<file path="src/rtl/loader_pkg.sv">
// Shared types and address-sequencing helpers for the boot image loader.
// The helpers work on plain ints so every parameter set shares one copy.
package loader_pkg;

   typedef enum logic [1:0] {
      IDLE,
      FETCH,
      WRITE,
      DONE
   } loaderState_e;

   typedef struct packed {
      logic [31:0] region;
      logic [31:0] addr;
      logic        last;
   } seqPos_t;

   function automatic int firstAddr(
      int r, int hEn, int hReg, int hStart, int hEnd
   );
      if (hEn != 0 && r == hReg && hStart == 0)
         return hEnd + 1;
      return 0;
   endfunction

   // Lowest region at or above startReg that still holds a loadable word.
   function automatic seqPos_t firstPos(
      int startReg, int nReg, int depth,
      int hEn, int hReg, int hStart, int hEnd
   );
      seqPos_t p;
      p.region = '0;
      p.addr   = '0;
      p.last   = 1'b1;
      for (int r = nReg - 1; r >= 0; r--) begin
         if (r >= startReg &&
             firstAddr(r, hEn, hReg, hStart, hEnd) < depth) begin
            p.region = r;
            p.addr   = firstAddr(r, hEn, hReg, hStart, hEnd);
            p.last   = 1'b0;
         end
      end
      return p;
   endfunction

   function automatic seqPos_t nextPos(
      int region, int addr, int nReg, int depth,
      int hEn, int hReg, int hStart, int hEnd
   );
      seqPos_t p;
      int nxt;
      nxt = addr + 1;
      if (hEn != 0 && region == hReg && nxt == hStart)
         nxt = hEnd + 1;
      if (nxt < depth) begin
         p.region = region;
         p.addr   = nxt;
         p.last   = 1'b0;
      end else begin
         p = firstPos(region + 1, nReg, depth,
                      hEn, hReg, hStart, hEnd);
      end
      return p;
   endfunction

endpackage

</file>
<file path="src/rtl/loader_addr_seq.sv">
// Region/word-address counters for the loader, including the hole skip.
// `last` flags that the current word is the final one of the image.
module loader_addr_seq
   import loader_pkg::*;
#(
   parameter int ADDR_W       = 10,
   parameter int RIDX_W       = 1,
   parameter int NUM_REGIONS  = 2,
   parameter int REGION_DEPTH = 1024,
   parameter int HOLE_EN      = 1,
   parameter int HOLE_REGION  = 1,
   parameter int HOLE_START   = 192,
   parameter int HOLE_END     = 255
) (
   input  logic              clk,
   input  logic              clkEn,
   input  logic              syncRst,
   input  logic              load,
   input  logic              advance,
   output logic [RIDX_W-1:0] region,
   output logic [ADDR_W-1:0] addr,
   output logic              last
);

   seqPos_t nxt;
   seqPos_t first;

   always_comb begin
      nxt = nextPos(int'(region), int'(addr), NUM_REGIONS,
                    REGION_DEPTH, HOLE_EN, HOLE_REGION,
                    HOLE_START, HOLE_END);
      first = firstPos(0, NUM_REGIONS, REGION_DEPTH, HOLE_EN,
                       HOLE_REGION, HOLE_START, HOLE_END);
   end

   assign last = nxt.last;

   always_ff @(posedge clk) begin
      if (syncRst) begin
         region <= '0;
         addr   <= '0;
      end else if (clkEn) begin
         if (load && !first.last) begin
            region <= RIDX_W'(first.region);
            addr   <= ADDR_W'(first.addr);
         end else if (advance && !nxt.last) begin
            region <= RIDX_W'(nxt.region);
            addr   <= ADDR_W'(nxt.addr);
         end
      end
   end

endmodule

</file>
<file path="src/rtl/boot_image_loader.sv">
// Copies the boot ROM image into the target memories, one word per
// fetch/write pair, and releases the core once the last word lands.
module boot_image_loader
   import loader_pkg::*;
#(
   parameter int DATA_W       = 16,
   parameter int ADDR_W       = 10,
   parameter int NUM_REGIONS  = 2,
   parameter int REGION_DEPTH = 1024,
   parameter int HOLE_EN      = 1,
   parameter int HOLE_REGION  = 1,
   parameter int HOLE_START   = 192,
   parameter int HOLE_END     = 255,
   localparam int RIDX_W =
      (NUM_REGIONS > 1) ? $clog2(NUM_REGIONS) : 1
) (
   input  logic                     clk,
   input  logic                     clk_en,
   input  logic                     sync_rst,
   input  logic                     flash_start,
   output logic                     rom_rd_en,
   output logic [RIDX_W+ADDR_W-1:0] rom_addr,
   input  logic [DATA_W-1:0]        rom_data,
   output logic                     wr_valid,
   input  logic                     wr_ready,
   output logic [RIDX_W-1:0]        wr_region,
   output logic [ADDR_W-1:0]        wr_addr,
   output logic [DATA_W-1:0]        wr_data,
   output logic                     busy,
   output logic                     system_enable
);

   if (HOLE_START > HOLE_END || HOLE_END >= REGION_DEPTH ||
       HOLE_REGION >= NUM_REGIONS ||
       REGION_DEPTH > (1 << ADDR_W)) begin : gBadCfg
      $error("boot_image_loader: invalid region/hole parameters");
   end

   loaderState_e      state;
   logic [DATA_W-1:0] dataReg;
   logic              firstWr;
   logic              last;
   logic              load;
   logic              advance;
   logic [RIDX_W-1:0] region;
   logic [ADDR_W-1:0] addr;

   assign load = clk_en && flash_start &&
                 (state == IDLE || state == DONE);
   assign advance = clk_en && wr_ready && state == WRITE;

   loader_addr_seq #(
      .ADDR_W      (ADDR_W),
      .RIDX_W      (RIDX_W),
      .NUM_REGIONS (NUM_REGIONS),
      .REGION_DEPTH(REGION_DEPTH),
      .HOLE_EN     (HOLE_EN),
      .HOLE_REGION (HOLE_REGION),
      .HOLE_START  (HOLE_START),
      .HOLE_END    (HOLE_END)
   ) uSeq (
      .clk    (clk),
      .clkEn  (clk_en),
      .syncRst(sync_rst),
      .load   (load),
      .advance(advance),
      .region (region),
      .addr   (addr),
      .last   (last)
   );

   assign rom_addr  = {region, addr};
   assign wr_region = region;
   assign wr_addr   = addr;
   // ROM data arrives in the first write cycle; bypass it until latched.
   assign wr_data   = firstWr ? rom_data : dataReg;

   always_ff @(posedge clk) begin
      if (sync_rst) begin
         state         <= IDLE;
         busy          <= 1'b0;
         system_enable <= 1'b0;
         wr_valid      <= 1'b0;
         rom_rd_en     <= 1'b0;
         firstWr       <= 1'b0;
         dataReg       <= '0;
      end else if (clk_en) begin
         firstWr <= 1'b0;
         unique case (state)
            IDLE, DONE: begin
               if (flash_start) begin
                  state         <= FETCH;
                  rom_rd_en     <= 1'b1;
                  busy          <= 1'b1;
                  system_enable <= 1'b0;
               end
            end
            FETCH: begin
               state     <= WRITE;
               rom_rd_en <= 1'b0;
               wr_valid  <= 1'b1;
               firstWr   <= 1'b1;
            end
            WRITE: begin
               if (firstWr)
                  dataReg <= rom_data;
               if (wr_ready) begin
                  wr_valid <= 1'b0;
                  if (last) begin
                     state         <= DONE;
                     busy          <= 1'b0;
                     system_enable <= 1'b1;
                  end else begin
                     state     <= FETCH;
                     rom_rd_en <= 1'b1;
                  end
               end
            end
            default: state <= IDLE;
         endcase
      end
   end

endmodule

</file>
<file path="config.mk">
export PLATFORM = sky130hd
export DESIGN_NAME = boot_image_loader
export DESIGN_NICKNAME = d
export VERILOG_FILES = /design/src/rtl/loader_pkg.sv /design/src/rtl/loader_addr_seq.sv /design/src/rtl/boot_image_loader.sv
export SDC_FILE = /design/constraint.sdc
export NUM_CORES = 1
export LEC_CHECK = 0
export CAP_MARGIN = 30
export CORE_MARGIN = 10
export CORE_UTILIZATION = 55
export CTS_CLUSTER_DIAMETER = 60
export DETAILED_ROUTE_END_ITERATION = 8
export DONT_BUFFER_PORTS = 1
export PLACE_DENSITY = 0.73
export SETUP_SLACK_MARGIN = 0.1
export SLEW_MARGIN = 20
export SYNTH_ARGS = -nofsm -noshare
export SYNTH_HDL_FRONTEND = slang
export SYNTH_HIERARCHICAL = 1
export SYNTH_SLANG_ARGS = --single-unit
</file>
<file path="constraint.sdc">
create_clock -name clk -period 2.15 [get_ports clk]
set_clock_uncertainty 0.1 [all_clocks]
set_input_delay 0.3225 -clock clk [delete_from_list [all_inputs] [get_ports clk]]
set_output_delay 0.3225 -clock clk [all_outputs]
set_load 0.03 [all_outputs]
</file>
[Word-level counts from Yosys, hierarchy flattened]
Cells that the tools add are included.
Word-level totals
  flip-flop bits (word level): 34
  bits of input ports: 21
  output and inout bits: 42
  word-level logic and storage cells: 70
Cells by class
  add/subtract/negate cells: 2
  order comparisons: 3
  equal/unequal tests: 9
  muxes and demuxes: 27
  reductions and logical operators: 20
Operator list (number)
  two-way mux 34 bit: 3
  == test 32 x 9 -> 1 bit (second input constant): 1
  greater-or-equal comparator 1 x 32 -> 1 bit (first input constant): 1
  greater-or-equal comparator 2 x 32 -> 1 bit (first input constant): 1
  < comparator 32 x 12 -> 1 bit (second input constant): 1
  two-way mux 32 bit: 1
  two-way mux 10 bit: 2
  two-way mux 16 bit: 1
  two-way mux 1 bit: 12
  adder 10 x 1 -> 11 bit (second input constant): 1
  AND reduction 3 bit: 3
  inequality test 2 bit (second input constant): 4
  logical AND 1 bit: 6
  two-way mux 2 bit: 3
  one-hot mux 1 bit (2 select lines): 3
  one-hot mux 2 bit (3 select lines): 1
  nonzero test 2 bit: 3
  AND reduction 5 bit: 1
  == test 2 bit (second input constant): 2
  AND reduction 2 bit: 2
  AND reduction 4 bit: 1
  one-hot mux 1 bit (3 select lines): 1
  adder 1 x 1 -> 2 bit (second input constant): 1
  == test 2 x 1 -> 1 bit (second input constant): 1
  other kinds (5): 5

[Longest topological paths before layout]
  depth after elaboration: 10
  depth in mapped cells: 8
  gate-level depth less buffers: 8

[Cells and area by module]
Netlist, hierarchy kept.
Modules (own cells, without submodules)
  boot_image_loader: instances 1, cells an instance 128, area an instance 1301.2 sq um, seq. area each 460.4 sq um
  loader_addr_seq: instances 1, cells an instance 101, area an instance 844.6 sq um, seq. area each 220.2 sq um

[Worst setup path before layout]
No wires, ideal clock.
  path type: register -> register
  start: register uSeq.addr[0]
  end: register busy
  setup time: 0.121 ns
  arrival: 2.326 ns
  required time: 1.929 ns
  path slack: -0.397 ns
  cell stages (with the launch flop): 7
  path buffers: 0
  clock period less this slack: 2.547 ns
  cells stage by stage: dfxtp_1 -> ha_1 -> nand4_2 -> nor4_4 -> nand2_1 -> a2111oi_4 -> mux2_4
Between the ends
  word-level cells in the longest chain between the ends: 8
RTL lines
  start: declaration: RTL line loader_addr_seq.sv:21  | output logic [ADDR_W-1:0] addr,
  start signal: assignment: RTL line loader_addr_seq.sv:45  | addr <= ADDR_W'(first.addr);
  start signal: assignment: RTL line loader_addr_seq.sv:48  | addr <= ADDR_W'(nxt.addr);
  adder 10 x 1 -> 11 bit *: RTL line loader_pkg.sv:52  | nxt = addr + 1;
  == test 32 x 9 -> 1 bit: RTL line loader_pkg.sv:53  | if (hEn != 0 && region == hReg && nxt == hStart)
  logical AND 1 bit: RTL line loader_pkg.sv:53
  two-way mux 32 bit *: RTL line loader_pkg.sv:53
  < comparator 32 x 12 -> 1 bit *: RTL line loader_pkg.sv:55  | if (nxt < depth) begin
  two-way mux 34 bit *: RTL line loader_pkg.sv:55
  net last: RTL line boot_image_loader.sv:42  | logic last;
  inequality test 2 x 1 -> 1 bit (no line) *
  AND reduction 5 bit (no line) *
  end signal: assignment: RTL line boot_image_loader.sv:81  | busy <= 1'b0;
  end signal: assignment: RTL line boot_image_loader.sv:94  | busy <= 1'b1;
  end signal: assignment: RTL line boot_image_loader.sv:111  | busy <= 1'b0;
  end: declaration: RTL line boot_image_loader.sv:29  | output logic busy,
The timed path passes the listed nets; every way through them passes the cells marked *. The select of a mux whose other input is x is not followed.
A chain may end at the register's enable or synchronous reset.

[Worst setup path after layout]
  start: register uSeq.addr[1]
  end: register busy
The elaborated chain is that of the path after synthesis.

==> flow_metrics.env <==
export IMPL_finalCriticalPeriod_ps=2060
export IMPL_dp_cells=274
export IMPL_cts_tree="built"
export IMPL_area_growth_pct=16.8
export IMPL_n_fill_cell=291
export IMPL_port_buffers=0
export IMPL_rows=22
export IMPL_drtPass1Iterations=5
export IMPL_drtIter0Drc=105
export IMPL_wl_per_cell_um=18.3
export IMPL_worstPathCellList="ha_4 -> nand4_4 -> nor4_4 -> nand2_2 -> a2111oi_4 -> mux2_4"
export IMPL_cp_end_kind="register"
export IMPL_io_pins=63
export IMPL_rsz0062_at_grt="yes"
export IMPL_fin_nets=271
export IMPL_setup_ws_ps=88.5
export IMPL_yosys_most_used_dff="dfxtp_1"
export IMPL_viasPerCell=6.04
export IMPL_layout_common_cells="buf_4, nor2_1, dfxtp_1"
export IMPL_hpwlAfterDp_um=3680
export IMPL_grt_pass1_vias=1672
export IMPL_initial_core_util_pct=57.7
export IMPL_drtAntennaViolNets=0
export IMPL_drv_cap=0
export IMPL_clk_pin_slew_ps=70
export IMPL_clk_path_buf_depth=2
export IMPL_synth_cell_types=59
export IMPL_antenna_found_initial=0
export IMPL_worstHoldPathType="input port to register"
export IMPL_h_tree_depth=2
export IMPL_p_leak_nw=0.980
export IMPL_routed_wirelength_um=5370
export IMPL_yosysWarnings=6
export IMPL_vdd_drop_max_mv=0.467
export IMPL_setup_viol=0
export IMPL_max_freq_ghz=0.485
export IMPL_overflow=0
export IMPL_status="finished clean"
export IMPL_syn_area_um2=2150
export IMPL_slowest_stage="a2111oi_4"
export IMPL_grt_max_degree=25
export IMPL_yosysTopAreaCell="dfxtp_1"
export IMPL_power_mw=1.51
export IMPL_path_class="register to register"
export IMPL_syn_inst=229
export IMPL_mostFrequentLayoutCell="buf_4"
export IMPL_synth_top_cell_area_share_pct=31.7
export IMPL_p_per_area_nw_per_um2=602
export IMPL_insertion_delay_ps=290
export IMPL_critPathLaunchType="register"
export IMPL_die_y_um=82.5
export IMPL_hold_viol_final=0
export IMPL_chipWidth_um=82.5
export IMPL_period_share_pct=95.9
export IMPL_routabilityCongestion=0.887
export IMPL_ys_seq_elements=34
export IMPL_core_um2=3720
export IMPL_grt_usage_pct=15.5
export IMPL_fp_dieArea_um2=6800
export IMPL_worstMarginPinSlew_ps=553
export IMPL_max_slew_margin_rel_pct=63.0
export IMPL_synth_edf_count=0
export IMPL_root_buffer="clkbuf_8"
export IMPL_slew_violations=0
export IMPL_post_route_drc_count=0
export IMPL_worstPathArrival_ps=2140
export IMPL_syn_nets=256
export IMPL_synth_area_leaders="dfxtp_1, mux2i_1, mux2_1, buf_4, nor2_1"
export IMPL_worstPathRequired_ps=2230
export IMPL_drive_gt1_share_pct=33.5
export IMPL_vias=1769
export IMPL_syn_avg_cell_area_um2=9.37
export IMPL_path_max_fanout=5
export IMPL_cts_inserted_buffers=5
export IMPL_yosysSeqAreaShare_pct=31.7
export IMPL_synthArstFlopShare_pct=0
export IMPL_grt_pass1_wl_um=8360
export IMPL_antenna_cells=0
export IMPL_critPathMaxStageDelay_ps=420
export IMPL_dp_worst_setup_slack_ps=-3.24
export IMPL_stdcell_count=293
export IMPL_clock_sinks=34
## sequential cells by signal (all words and copies together), names as in the netlist
name           flops
state              2
uSeq/region        1
system_enable      1
uSeq/addr         10
rom_rd_en          1
firstWr            1
wr_valid           1
dataReg           16
busy               1
## stage by stage
stage          setup TNS (ps)  instance area [um^2]  util, %  hold slack, ps
2_1_floorplan               0                  2200        -             338
3_3_place_gp                0                  2220     59.8             286
3_5_place_dp            -3.24                  2220     59.8             293
4_1_cts                     0                  2440     65.7          0.0433
5_1_grt                 -31.3                  2510     67.4            2.15
6_report                    0                  2510     67.4            5.78
## critical path: cells and delay by family, from the launching register on
kind | cells | cell delay, ps
AO/OA/AOI/OAI | 1 | 420
adder cells (fa/ha/maj) | 1 | 160
flip-flops | 1 | 360
multiplexers | 1 | 330
AND/OR/NAND/NOR | 3 | 590
## metal layers
layer / part of all wire, % / wire (um) / GRT usage (%)
met2: 46 / 2490 / 24.9
met4: 1.4 / 76 / 4.76
met1: 40 / 2150 / 18.5
met3: 12 / 645 / 6.48
met5: 0 / 0 / 0
## path summary, 6_finish.rpt
| kind | end | cells past startpoint | startpoint | slack (ps) |
|---|---|---|---|---|
| worst min-delay path | dataReg[4] | 1 | sync_rst | 6 |
| worst max register to register | busy | 6 | uSeq/addr[1] | 90 |
| worst max-delay path | busy | 6 | uSeq/addr[1] | 90 |
| worst min register to register | dataReg[8] | 2 | dataReg[8] | 390 |
## synthesized netlist by cell type, types with 3 or more instances
master / number
nand2b_1: 6
buf_4: 13
a21o_1: 4
mux2i_1: 19
ha_1: 6
buf_6: 4
nand3_1: 7
clkbuf_1: 3
mux2_1: 11
nand2_1: 12
nor2b_1: 3
nor2_1: 26
mux2_2: 7
inv_1: 5
o21ai_0: 7
nor3_1: 5
a21oi_1: 8
dfxtp_1: 34
## kinds of logic after synthesis
| family | synth area share (%) |
|---|---|
| AND/OR/NAND/NOR | 20.9 |
| flip-flops | 31.7 |
| AO/OA/AOI/OAI | 15.2 |
| buffers and inverters | 9.68 |
| multiplexers | 19.0 |
| adder cells (fa/ha/maj) | 3.50 |
## power breakdown
group / switching [mW] / leakage (nW) / internal [mW] / total, mW
clock network: 0.248 / 0.0683 / 0.465 / 0.712
logic: 0.0806 / 0.630 / 0.0596 / 0.140
registers: 0.0189 / 0.281 / 0.637 / 0.656
total: 0.347 / 0.980 / 1.16 / 1.51
## final cells by class
cell class	count	area [um^2]	share of cell area (%)
multi-input cells	166	1340	53.4
clock inverters	3	68.8	2.75
inverters	6	22.5	0.899
repair buffers	31	246	9.84
flip-flops and latches	34	701	28.0
well taps	48	60.1	2.40
clock buffers	5	68.8	2.75
## what timing repair did
item / CTS / global route
hold endpoints to repair: 12 / 3
hold buffers: 3 / 1
setup buffers: 4 / 3
setup endpoints to repair: 2 / 11
pin swaps: 4 / 6
gates resized for setup: 5 / 7
Power figures use the tool's default switching activity.
==> RTL edit 1, RTL diff (config.mk and constraints unchanged) <==
Change the parameter `DATA_W` from 16 to 32.
--- a/src/rtl/boot_image_loader.sv
+++ b/src/rtl/boot_image_loader.sv
@@ -4,5 +4,5 @@
    import loader_pkg::*;
 #(
-   parameter int DATA_W       = 16,
+   parameter int DATA_W       = 32,
    parameter int ADDR_W       = 10,
    parameter int NUM_REGIONS  = 2,
Interface: changed (resized rom_data and wr_data); port bits go from 63 to 95. No check against the original RTL was run, so the function may have changed too.
==> RTL edit 1 against the original RTL <==
- non-clock buffer count is 3 higher
- wire length increased by 31%
- design area is 30% higher
- sequential cell count grew 16
- critical endpoint is now state[1]$_SDFFE_PP0P_
- total power rose by 22%
- die area up 25%
- synthesized area rose by 34%
- clock power shrank 3%
- setup slack lost 0.046 ns
- combinational power rose by 39%
==> RTL edit 1: results (changes against the original RTL) <==
The routing usage on met1 was 0.166 (-0.0192); the multi-input combinational cell area was 1750 um2 (+30%). The reported leakage power came out at 1.25 nW (+27%). The detailed-route vias per instance came out at 5.87 (-2.8%). The logs give 362 (+32%) for the cell total after placement and 439 (+51%) for the count of filler cells inserted in the layout. The multiplexer share of the synthesized area came out at 0.263 (+0.0725). The worst hold slack across all endpoints is 0.0339 ns (+0.0281 ns), and the mean post-synth cell area is 9.71 um2 (+3.6%). Sorting the synthesized cells by area gives the leading types as dfxtp_1 (35%), mux2_2 (14%), mux2i_1 (13%).

The non-clock buffer total of the final layout is 34 (+9.7%), and the area taken by flip-flops and latches is 1020 um2 (+46%). The tools report the number of nets in the final layout as 353 (+30%). Wire length of the first global-routing pass: 11000 um (+32%). The run gives 2630 um (+22%) as the detailed-route wire length on metal 1. The commonest cells after synthesis are dfxtp_1 (50), nor2_1 (42), mux2i_1 (36), mux2_2 (35), buf_4 (14).

The tools report the final weighted congestion of routability-driven global placement as 0.845 (-4.8%). The tools report the overall routed net length as 7020 um (+31%). Slowest cell on the critical path: nor4_4.

The tools report the largest net degree at the start of global routing as 56 (+120%). The final-layout non-clock buffer area share is 0.0835 (-0.0148). The flow ran to the end, and the final reports show no timing, DRC or antenna violations.

The total length of routed met3 wires was 611 um (-5.3%). The run gives 0.04 ns (-0.05 ns) as the worst-case register-to-register setup slack. In this run the worst setup path begins at uSeq/addr[0]$_SDFFE_PP0P_. Number of global-route vias before repair: 2235 (+34%). For the length of routed met2 wiring, the log shows 3630 um (+46%). The path with the worst hold slack has its endpoint at uSeq/region$_SDFFE_PP0P_. The clock transition at the register clock pins on the worst setup and hold paths after CTS is 0.10 ns (+0.03 ns). In this run the most critical hold path is launched from clk_en. The ratio of cells with drive above 1 in the final layout came out at 0.376 (+0.0415). The post-layout instance count excluding filler cells came out at 381 (+30%).

The worst-path maximum fanout is 6 (+1). The half-perimeter wire length of the detailed placement result is 4930 um (+34%). The worst slack at placement came out at -0.0112 ns (-0.00798 ns).

Data arrival time of the critical path: 2.25 ns (+0.11 ns). The proportion of synthesized chip area in sequential cells was 0.348 (+0.0312). The fraction of power spent switching nets works out to 0.257 (+0.0263). The total nets after synthesis is 339 (+32%), and the count of cell types in the netlist is 55 (-6.8%). The largest registers in the layout are dataReg x32, uSeq/addr x10, state x2. Final period utilization: 0.980 (+0.0213). The global-route usage over all layers is 0.157 (+0.00125), and the layout overhead on the synthesized area is 13.7%.
==> RTL edit 1: power by group through the flow <==
stage	clock network, W	registers, W	logic (W)
finish	0.000692	0.000952	0.000194
global placement	0	0.000973	0.000161
global route	0.000758	0.000954	0.000209
floorplan	0	0.000971	0.000153
detailed placement	0	0.000974	0.000164
CTS	0.000719	0.000952	0.000173
==> RTL edit 1: repair_timing <==
item | 4_1_cts | 5_1_grt
buffers inserted | 2 | 6
endpoints found under the hold margin | 42 | 41
hold buffers | 1 | 2
setup endpoints to repair | 5 | 13
gates resized for setup | 2 | 16
pin swaps | 1 | 4
==> RTL edit 1: cells by family after synthesis <==
family / count (synthesis)
compound gates: 41
fa+ha+maj: 6
buf+inv: 33
flops: 50
mux: 71
simple gates: 95
==> RTL edit 1: worst max-delay path, delay by kind of cell, from the launching register on <==
family | cells | cell delay (ns)
and+or+nand+nor | 3 | 0.98
adders and majority gates | 1 | 0.18
AOI/OAI and AO/OA | 2 | 0.19
buffers and inverters | 1 | 0.19
DFF | 1 | 0.39
==> RTL edit 2, RTL diff (config.mk and constraints unchanged) <==
Made on the original files. Re-encode `loaderState_e` (4 states) as one-hot, 4 bits wide.
--- a/src/rtl/loader_pkg.sv
+++ b/src/rtl/loader_pkg.sv
@@ -3,9 +3,9 @@
 package loader_pkg;
 
-   typedef enum logic [1:0] {
-      IDLE,
-      FETCH,
-      WRITE,
-      DONE
+   typedef enum logic [3:0] {
+      IDLE  = 4'b0001,
+      FETCH = 4'b0010,
+      WRITE = 4'b0100,
+      DONE  = 4'b1000
    } loaderState_e;
 
Check against the original RTL: no difference found for any inputs over 10 cycles, from zero or initial values and one cycle with sync_rst high; not proved beyond that.
==> RTL edit 2 against the original RTL <==
- the run now ends with hold timing left
- total power down 13%
- combinational power down 50%
- design area is 2.6% lower
- setup slack got worse by 0.039 ns
- sequential cell count increased by 2
- wire length is 7.3% higher
- critical endpoint is now uSeq/addr[6]$_SDFFE_PP0P_
- synthesized area increased by 3.3%
- global-route usage increased by 0.44 points
==> RTL edit 2: results (changes against the original RTL) <==
The run finished, with violations left. The checks that failed: hold timing. For the reported leakage power, the log shows 0.901 nW (-8.0%). The routing usage on met1 was 0.197 (+0.0117).

The number of warnings printed during yosys synthesis is 6 (unchanged), and the number of failing hold endpoints at the final stage is 3 (+3). Met3 global-route usage: 0.0547 (-0.0101). The worst hold slack across all endpoints came out at -0.0119 ns (-0.0177 ns).

The overall routed net length came out at 5760 um (+7.3%). The XOR/XNOR share of the synthesized area was 0.00790 (+0.00790). The number of instances in the synthesized netlist was 258 (+13%); the largest net degree at the start of global routing was 41 (+64%).

The share of synthesized cell area in full adder, half adder and majority cells works out to 0.0113 (-0.0237). Number of nets in the final layout: 285 (+5.2%). The run gives 0 (unchanged) as the number of antenna cells inserted.

The cell area reported after detailed placement is 2270 um2 (+2.3%), and the number of global-route vias before repair is 1946 (+16%). The ratio of cells with drive above 1 in the final layout is 0.289 (-0.0457). Worst-path maximum fanout: 4 (-1).

The worst register-to-register path begins at state[0]$_SDFFE_PP1P_. The total via count after detailed routing is 1971 (+11%), and the relative max-transition margin is 0.632 (+0.00220). The tools report the worst ir drop on vdd as 0.000415 V (-11%). Sorting the synthesized cells by how often they occur yields nor3_1 (37), dfxtp_1 (36), a21oi_1 (25), mux2_2 (16). After global routing, the most crowded layer is met2. The clock transition at the register clock pins on the worst setup and hold paths after CTS is 0.08 ns, and the worst slack at placement is 0.0453 ns (+0.0485 ns). Fraction of registers with async set or reset after synthesis: 0 (unchanged).

The largest registers in the layout are dataReg x16, uSeq/addr x10, state x4. Total nets after synthesis: 281 (+9.8%). The run gives 0.160 (+0.00440) as the global-route usage over all layers. The proportion of synthesized chip area in sequential cells was 0.325 (+0.00786). The number of buffers inserted during clock tree synthesis came out at 5 (unchanged). For this design, the slowest cell found on the critical path is or4_1. The count of buffers inserted at the top-level ports came out at 0 (unchanged). For the violation count after the first detailed-route iteration, the log shows 117 (+11%). The count of hold-fix buffers inserted at cts is 1 (-2). The run gives 3910 um (+6.3%) as the half-perimeter wire length of the detailed placement result. The worst hold path terminates at uSeq/addr[6]$_SDFFE_PP0P_.

Multiplexer share of the synthesized area: 0.0903 (-0.0998). The logs give 0.254 (+0.00468) for the met2 routing resource usage after global routing and 63 (+6.8%) for the count of cell types in the netlist. The total grt overflow is 0 (unchanged), and the worst-case register-to-register setup slack is 0.05 ns (-0.04 ns).

The cell depth of the worst flop-to-flop path was 7 (+1). The fraction of power spent switching nets is 0.238 (+0.00823), and the compound-cell area share of the yosys netlist is 0.205 (+0.0538). The maximum single-stage delay on the critical path is 0.40 ns (-0.02 ns). By area the synthesized netlist is led by dfxtp_1 (33%), nor3_1 (8.4%), mux2_2 (8.1%). The timing-limited maximum frequency was 476 MHz (-1.9%); the final weighted congestion of routability-driven global placement was 0.824 (-7.1%). The length of the first detailed-routing pass in iterations was 4 (-1). For the post-layout instance count excluding filler cells, the log shows 313 (+6.8%). Wire length of the first global-routing pass: 9710 um (+16%).

The reg-to-reg critical path endpoint was uSeq/addr[6]$_SDFFE_PP0P_. Cell total after placement: 301 (+9.9%).
[RTL edit 2: cell count changes after synthesis, sizes merged, moves of 4 or more]
cell	before	now
nor3	5	37
nor2	26	8
a21oi	10	27
mux2i	19	2
o21ai	7	12
buf	18	22
ha	6	2
[RTL edit 2: area by class of cell]
| type | instances | area [um2] |
|---|---|---|
| Multi-Input combinational cell | 184 | 1300 |
| Clock buffer | 6 | 93.8 |
| Inverter | 8 | 30.0 |
| Fill cell | 354 | 1500 |
| Sequential cell | 36 | 732 |
| Clock inverter | 2 | 12.5 |
| Timing Repair Buffer | 27 | 205 |
| Tap cell | 50 | 62.6 |
[RTL edit 2: metal layers]
layer / vias up / share of wire / wire length [um]
li1: 955 / - / -
met3: 7 / 0.081 / 469
met5: - / 0 / 0
met1: 942 / 0.44 / 2530
met4: 0 / 0.013 / 75
met2: 67 / 0.47 / 2680
[RTL edit 2: worst max-delay path by stage]
stage,start,to
2_1_floorplan,state[0]$_SDFFE_PP1P_,uSeq/addr[6]$_SDFFE_PP0P_
3_3_place_gp,state[0]$_SDFFE_PP1P_,uSeq/addr[6]$_SDFFE_PP0P_
3_5_place_dp,state[0]$_SDFFE_PP1P_,uSeq/addr[3]$_SDFFE_PP0P_
4_1_cts,state[0]$_SDFFE_PP1P_,uSeq/addr[6]$_SDFFE_PP0P_
5_1_grt,state[0]$_SDFFE_PP1P_,uSeq/addr[6]$_SDFFE_PP0P_
6_report,state[0]$_SDFFE_PP1P_,uSeq/addr[6]$_SDFFE_PP0P_
[RTL edit 2: worst max-delay path, delay by kind of cell (launching register included)]
kind / cells / cell delay [ns]
flip-flops: 1 / 0.37
AO/OA/AOI/OAI: 3 / 0.61
AND/OR/NAND/NOR: 4 / 0.97
[RTL edit 2: repair_timing]
item / 4_1_cts / 5_1_grt
hold endpoints to repair: 9 / 6
gates resized for setup: 5 / 3
buffers inserted: 2 / 1
endpoints found under the setup margin: 6 / 10
pin swaps: 2 / 0
[RTL edit 2: logic make-up after synthesis]
kind of cell | Yosys count
simple gates | 94
compound gates | 68
buf+inv | 38
flops | 36
mux | 18
xor+xnor | 2
fa+ha+maj | 2
[RTL edit 2: power by group through the flow]
stage,sequential [W],combinational (W),clock (W)
after detailed placement,0.000702,0.0000646,0
after global routing,0.000687,0.0000766,0.000599
after global placement,0.000702,0.0000641,0
after CTS,0.000686,0.0000685,0.000567
after floorplan,0.000697,0.0000677,0
final,0.000686,0.0000704,0.000557
[RTL edit 2: metrics by stage]
step	TNS [ns]	power, W	hold slack, ns
finish	0	0.00131	-0.0119
global route	-0.0353	0.00136	-0.00678
CTS	0	0.00132	-0.0145
detailed placement	0	0.000767	0.292
global placement	0	0.000767	0.291
floorplan	-0.164	0.000765	0.338
